## config.mk

```make
export PLATFORM = sky130hd
export DESIGN_NAME = maze_solver_ctrl
export DESIGN_NICKNAME = d
export VERILOG_FILES = /design/src/rtl/maze_solver_ctrl.sv
export SDC_FILE = /design/constraint.sdc
export NUM_CORES = 1
export LEC_CHECK = 0
export BUFFER_PORTS_ARGS = -buffer_cell sky130_fd_sc_hd__buf_2
export CAP_MARGIN = 20
export CORE_MARGIN = 3
export CORE_UTILIZATION = 45
export CTS_CLUSTER_SIZE = 16
export DETAILED_ROUTE_END_ITERATION = 6
export MAX_ROUTING_LAYER = met4
export PLACE_DENSITY_LB_ADDON = 0.15
export REMOVE_ABC_BUFFERS = 1
export SKIP_CTS_REPAIR_TIMING = 1
export SLEW_MARGIN = 20
export SYNTH_ARGS = -nofsm -noshare
export SYNTH_HDL_FRONTEND = slang
export SYNTH_SLANG_ARGS = --single-unit
```

## constraint.sdc

```tcl
create_clock -name clk -period 14.6 [get_ports clk]
set_clock_uncertainty 0.2 [all_clocks]
set_input_delay 0.73 -clock clk [delete_from_list [all_inputs] [get_ports clk]]
set_output_delay 0.73 -clock clk [all_outputs]
set_load 0.02 [all_outputs]
```

## src/rtl/maze_solver_ctrl.sv

```systemverilog
// Depth-first maze solver for a fixed 16x16 bit-per-cell maze memory.
// The move sequence that was found is replayed through a valid/ready stream.
module maze_solver_ctrl (
   input  logic       clk,
   input  logic       rst_n,
   input  logic       start,
   input  logic       mem_dout,
   input  logic       move_ready,
   output logic       RD,
   output logic       WR,
   output logic       Din,
   output logic [3:0] X,
   output logic [3:0] Y,
   output logic       busy,
   output logic       done,
   output logic       fail,
   output logic       move_valid,
   output logic [1:0] move_dir
);

   typedef enum logic [2:0] {
      S_IDLE, S_INIT, S_MARK, S_PROBE, S_BACK, S_PLAY, S_DONE, S_FAIL
   } state_t;

   state_t     state_r, state_s;
   logic [3:0] cx_r, cy_r, cx_s, cy_s;
   logic [8:0] sp_r, rp_r, sp_s, rp_s;
   logic [1:0] td_r, td_s;
   logic       busy_r, done_r, fail_r, busy_s, done_s, fail_s;
   logic       push_s;
   logic [1:0] stack_r [0:255];

   logic [3:0] nx_s, ny_s;
   logic       oob_s;
   logic [8:0] sp_m1_s;
   logic [1:0] top_s;

   assign busy    = busy_r;
   assign done    = done_r;
   assign fail    = fail_r;
   assign sp_m1_s = sp_r - 9'd1;
   assign top_s   = stack_r[sp_m1_s[7:0]];

   // Neighbour of the current cell in the trial direction, with edge detection
   always_comb begin
      nx_s  = cx_r;
      ny_s  = cy_r;
      oob_s = 1'b0;
      case (td_r)
         2'd0: begin oob_s = (cy_r == 4'd15); ny_s = cy_r + 4'd1; end
         2'd1: begin oob_s = (cx_r == 4'd15); nx_s = cx_r + 4'd1; end
         2'd2: begin oob_s = (cy_r == 4'd0);  ny_s = cy_r - 4'd1; end
         2'd3: begin oob_s = (cx_r == 4'd0);  nx_s = cx_r - 4'd1; end
         default: begin oob_s = 1'b1; end
      endcase
   end

   // Next-state, datapath update and memory/playback output decode
   always_comb begin
      state_s    = state_r;
      cx_s       = cx_r;
      cy_s       = cy_r;
      sp_s       = sp_r;
      rp_s       = rp_r;
      td_s       = td_r;
      busy_s     = busy_r;
      done_s     = done_r;
      fail_s     = fail_r;
      push_s     = 1'b0;
      RD         = 1'b0;
      WR         = 1'b0;
      Din        = 1'b0;
      X          = 4'd0;
      Y          = 4'd0;
      move_valid = 1'b0;
      move_dir   = 2'd0;
      case (state_r)
         S_IDLE, S_DONE, S_FAIL: begin
            if (start) begin
               state_s = S_INIT;
               busy_s  = 1'b1;
               done_s  = 1'b0;
               fail_s  = 1'b0;
               cx_s    = 4'd0;
               cy_s    = 4'd0;
               sp_s    = 9'd0;
               rp_s    = 9'd0;
               td_s    = 2'd0;
            end else begin
               state_s = state_r;
            end
         end
         S_INIT: begin
            RD = 1'b1;
            if (mem_dout) begin
               state_s = S_FAIL;
               fail_s  = 1'b1;
               busy_s  = 1'b0;
            end else begin
               state_s = S_MARK;
            end
         end
         S_MARK: begin
            WR  = 1'b1;
            Din = 1'b1;
            X   = cx_r;
            Y   = cy_r;
            if ((cx_r == 4'd15) && (cy_r == 4'd15)) begin
               state_s = S_PLAY;
               rp_s    = 9'd0;
            end else begin
               state_s = S_PROBE;
               td_s    = 2'd0;
            end
         end
         S_PROBE: begin
            if (!oob_s) begin
               RD = 1'b1;
               X  = nx_s;
               Y  = ny_s;
            end else begin
               RD = 1'b0;
            end
            if (!oob_s && !mem_dout) begin
               push_s  = 1'b1;
               sp_s    = sp_r + 9'd1;
               cx_s    = nx_s;
               cy_s    = ny_s;
               state_s = S_MARK;
            end else if (td_r != 2'd3) begin
               td_s = td_r + 2'd1;
            end else begin
               state_s = S_BACK;
            end
         end
         S_BACK: begin
            if (sp_r == 9'd0) begin
               state_s = S_FAIL;
               fail_s  = 1'b1;
               busy_s  = 1'b0;
            end else begin
               sp_s = sp_m1_s;
               case (top_s)
                  2'd0:    cy_s = cy_r - 4'd1;
                  2'd1:    cx_s = cx_r - 4'd1;
                  2'd2:    cy_s = cy_r + 4'd1;
                  2'd3:    cx_s = cx_r + 4'd1;
                  default: cx_s = cx_r;
               endcase
               // A fully exhausted direction 3 means this cell is also a dead end
               if (top_s != 2'd3) begin
                  state_s = S_PROBE;
                  td_s    = top_s + 2'd1;
               end else begin
                  state_s = S_BACK;
               end
            end
         end
         S_PLAY: begin
            move_valid = 1'b1;
            move_dir   = stack_r[rp_r[7:0]];
            if (move_ready) begin
               rp_s = rp_r + 9'd1;
               if (rp_r == sp_m1_s) begin
                  state_s = S_DONE;
                  done_s  = 1'b1;
                  busy_s  = 1'b0;
               end else begin
                  state_s = S_PLAY;
               end
            end else begin
               rp_s = rp_r;
            end
         end
         default: begin
            state_s = S_IDLE;
         end
      endcase
   end

   // Control and datapath registers
   always_ff @(posedge clk or negedge rst_n) begin
      if (!rst_n) begin
         state_r <= S_IDLE;
         cx_r    <= 4'd0;
         cy_r    <= 4'd0;
         sp_r    <= 9'd0;
         rp_r    <= 9'd0;
         td_r    <= 2'd0;
         busy_r  <= 1'b0;
         done_r  <= 1'b0;
         fail_r  <= 1'b0;
      end else begin
         state_r <= state_s;
         cx_r    <= cx_s;
         cy_r    <= cy_s;
         sp_r    <= sp_s;
         rp_r    <= rp_s;
         td_r    <= td_s;
         busy_r  <= busy_s;
         done_r  <= done_s;
         fail_r  <= fail_s;
      end
   end

   // Direction stack; entries above sp are never read so they need no reset
   always_ff @(posedge clk) begin
      if (push_s) begin
         stack_r[sp_r[7:0]] <= td_r;
      end
   end

endmodule

```

==> out/metrics.yaml <==
outcome:
  status: "complete, no violations"
route:
  vias_per_cell: 6.57
  vias: 18100
  postRouteAntennaNets: 0
  first_pass_iters: 6
  first_iter_violations: 2249
  wl_um: 82700
  drc: 0
  wl_per_cell_um: 29.9
final_layout:
  final_common_cell: "edfxtp_1"
  drive_above_1_share: 0.233
  final_cell_mix: "edfxtp_1 (512), nor2_1 (322), mux4_2 (271), nand2_1 (154), clkbuf_16 (61)"
  fin_nets: 1892
  fin_cells: 2760
  multi_input_area_um2: 11200
  area_growth_pct: 9.82
  fill_cells: 5220
  postLayoutCellArea_um2: 31000
  diodes: 0
  seq_area_um2: 16200
logic_synthesis:
  synth_cell_type_count: 82
  ys_seq_elements: 546
  ys_async_sr_fraction: 0.0623
  ys.flop_type: "edfxtp_1"
  postSynthCellCount: 1912
  synth_edf_count: 512
  synth-seq-area-share: 0.574
  avgSynthCellArea_um2: 14.8
  ys_warn_count: 0
  netlist_area_um2: 28300
clock_network:
  clkTransAtPathRegs_ns: 0.07
  cts_buffer_depth: 3
  clock_sinks: 546
  clock_latency_ns: 0.63
  cts-root-buf: "clkbuf_16"
  cts-buffers-inserted: 59
  cts_tree: "yes"
  htreeDepth: 2
worst_setup_path:
  cp_slowest_cell: "buf_4"
  cp-start-kind: "flip-flop"
  required_ns: 14.89
  end_kind: "flip-flop"
  cp_max_fo: 76
  path_class: "reg -> reg"
  crit_family: "simple AND/OR/NAND/NOR gates"
  cpPeakStageDelay_ns: 0.84
  cp.buffers_inverters: 2
  worstPathArrival_ns: 6.43
  path_cells: "inv_2 -> ha_1 -> xor2_4 -> buf_4 -> mux2i_1 -> a32oi_1 -> a31oi_1 -> nor4_1 -> a2111o_1 -> and3_1 -> and2_1 -> a211oi_2 -> mux2_1"
floorplan:
  die_x_um: 257
  io_pins: 22
  num_rows: 91
  dieArea_um2: 65900
  start_util: 0.456
  core_um2: 61900
  die_height_um: 257
pwr:
  comb_power_share: 0.433
  p_int_mw: 3.79
  max-vdd-ir-drop_uv: 129
  total_leakage_power_nw: 9.55
  switching_share: 0.392
  p_clk_frac: 0.246
  p_switching_mw: 2.45
  seqPwrFrac: 0.321
  p_total_mw: 6.24
  p_per_area_nw_per_um2: 201
global_route:
  grt_first_pass_wirelength_um: 123000
  antenna_found_initial: 0
  grt_max_degree: 114
  grt_pass1_vias: 17900
  grt.overflow.total: 0
  grt_usage: 0.258
timing:
  worst_slack_ns: 8.47
  rsz0062_at_grt: "no"
  min_period_ns: 6.13
  fin_tns_setup_ns: 0
  slew_viol_final: 0
  final-hold-violation-count: 0
  worst_slew_pin_slew_ns: 1.16
  max_freq_mhz: 163
  slew_headroom: 0.226
  period_share: 0.420
  final-setup-viol-count: 0
placement:
  pre_cts_ws_ns: 8.17
  hpwl_um: 51100
  port_buffers: 21
  place_inst: 2649
  place_area_um2: 29000
  globalplace.congestion: 0.878
hold_path:
  hp-class: "in -> async"
job:
  drv_cap: 0
==> cells in the mapped netlist, types with 11 or more instances <==
cell / instances / share of area
a21oi_1: 25 / 0.0044
a31oi_1: 21 / 0.0046
a32oi_1: 19 / 0.0059
and3_1: 13 / 0.0029
buf_2: 27 / 0.0048
buf_4: 15 / 0.0040
buf_6: 11 / 0.0044
clkbuf_1: 99 / 0.013
dfrtp_1: 34 / 0.030
edfxtp_1: 512 / 0.54
ha_1: 13 / 0.0058
inv_1: 19 / 0.0025
mux2i_1: 54 / 0.019
mux4_2: 271 / 0.22
nand2_1: 157 / 0.021
nand3_1: 58 / 0.010
nor2_1: 322 / 0.043
o21ai_0: 39 / 0.0069
xnor2_1: 15 / 0.0046
==> routing by layer <==
layer	global-route usage	wire, um	vias to the layer above
met5	-	0	-
met4	0.0802	2830	0
met3	0.0443	7180	170
met2	0.394	39000	1002
met1	0.357	33700	9467
li1	-	-	7501
==> power groups by stage <==
stage               combinational, mW  clock (mW)  sequential, mW
global route                     2.86        1.62            2.02
detailed placement               2.65           0            2.04
global placement                 2.64           0            2.03
floorplan                        1.81           0            2.13
finish                           2.70        1.53            2.00
CTS                              2.66        1.56            2.00
==> registers in the layout (all words and copies together), names as in the netlist <==
| signal | count |
|---|---|
| td_r | 2 |
| cy_r | 4 |
| rp_r | 9 |
| done | 1 |
| state_r | 3 |
| sp_r | 9 |
| busy | 1 |
| stack_r | 512 |
| cx_r | 4 |
| fail | 1 |
==> cell families after synthesis <==
| kind of cell | share of synthesized area |
|---|---|
| adder cells (fa/ha/maj) | 0.00575 |
| AND/OR/NAND/NOR | 0.0924 |
| multiplexers | 0.238 |
| buffers and inverters | 0.0303 |
| XOR/XNOR | 0.00956 |
| flip-flops | 0.574 |
| AO/OA/AOI/OAI | 0.0500 |
==> cell type report <==
cell class | count | area share
flip-flops and latches | 546 | 0.523
multi-input cells | 1184 | 0.362
clock buffers | 71 | 0.0504
well taps | 837 | 0.0337
repair buffers | 61 | 0.0143
clock inverters | 39 | 0.0133
inverters | 22 | 0.00266
==> worst paths after layout <==
| kind | from | endpoint | slack (ns) | depth (start not counted) |
|---|---|---|---|---|
| max reg2reg | sp_r[0]$_DFFE_PN0P_ | td_r[0]$_DFFE_PN0P_ | 8.47 | 13 |
| min | rst_n | cx_r[0]$_DFFE_PN0P_ | 0.04 | 1 |
| max in group asynchronous | rst_n | td_r[0]$_DFFE_PN0P_ | 13.50 | 1 |
| min in group clk | move_ready | state_r[2]$_DFFE_PN0P_ | 0.26 | 4 |
| min reg2reg | sp_r[8]$_DFFE_PN0P_ | sp_r[8]$_DFFE_PN0P_ | 0.32 | 1 |
| max | sp_r[0]$_DFFE_PN0P_ | td_r[0]$_DFFE_PN0P_ | 8.47 | 13 |
==> metrics by stage <==
step	hold slack (ns)	utilization
after floorplan	0.234	-
after global placement	0.303	0.469
after detailed placement	0.314	0.469
after CTS	0.00992	0.501
after global routing	0.0663	0.501
final	0.0356	0.501
Note: power is estimated with default switching activity, not from simulation.
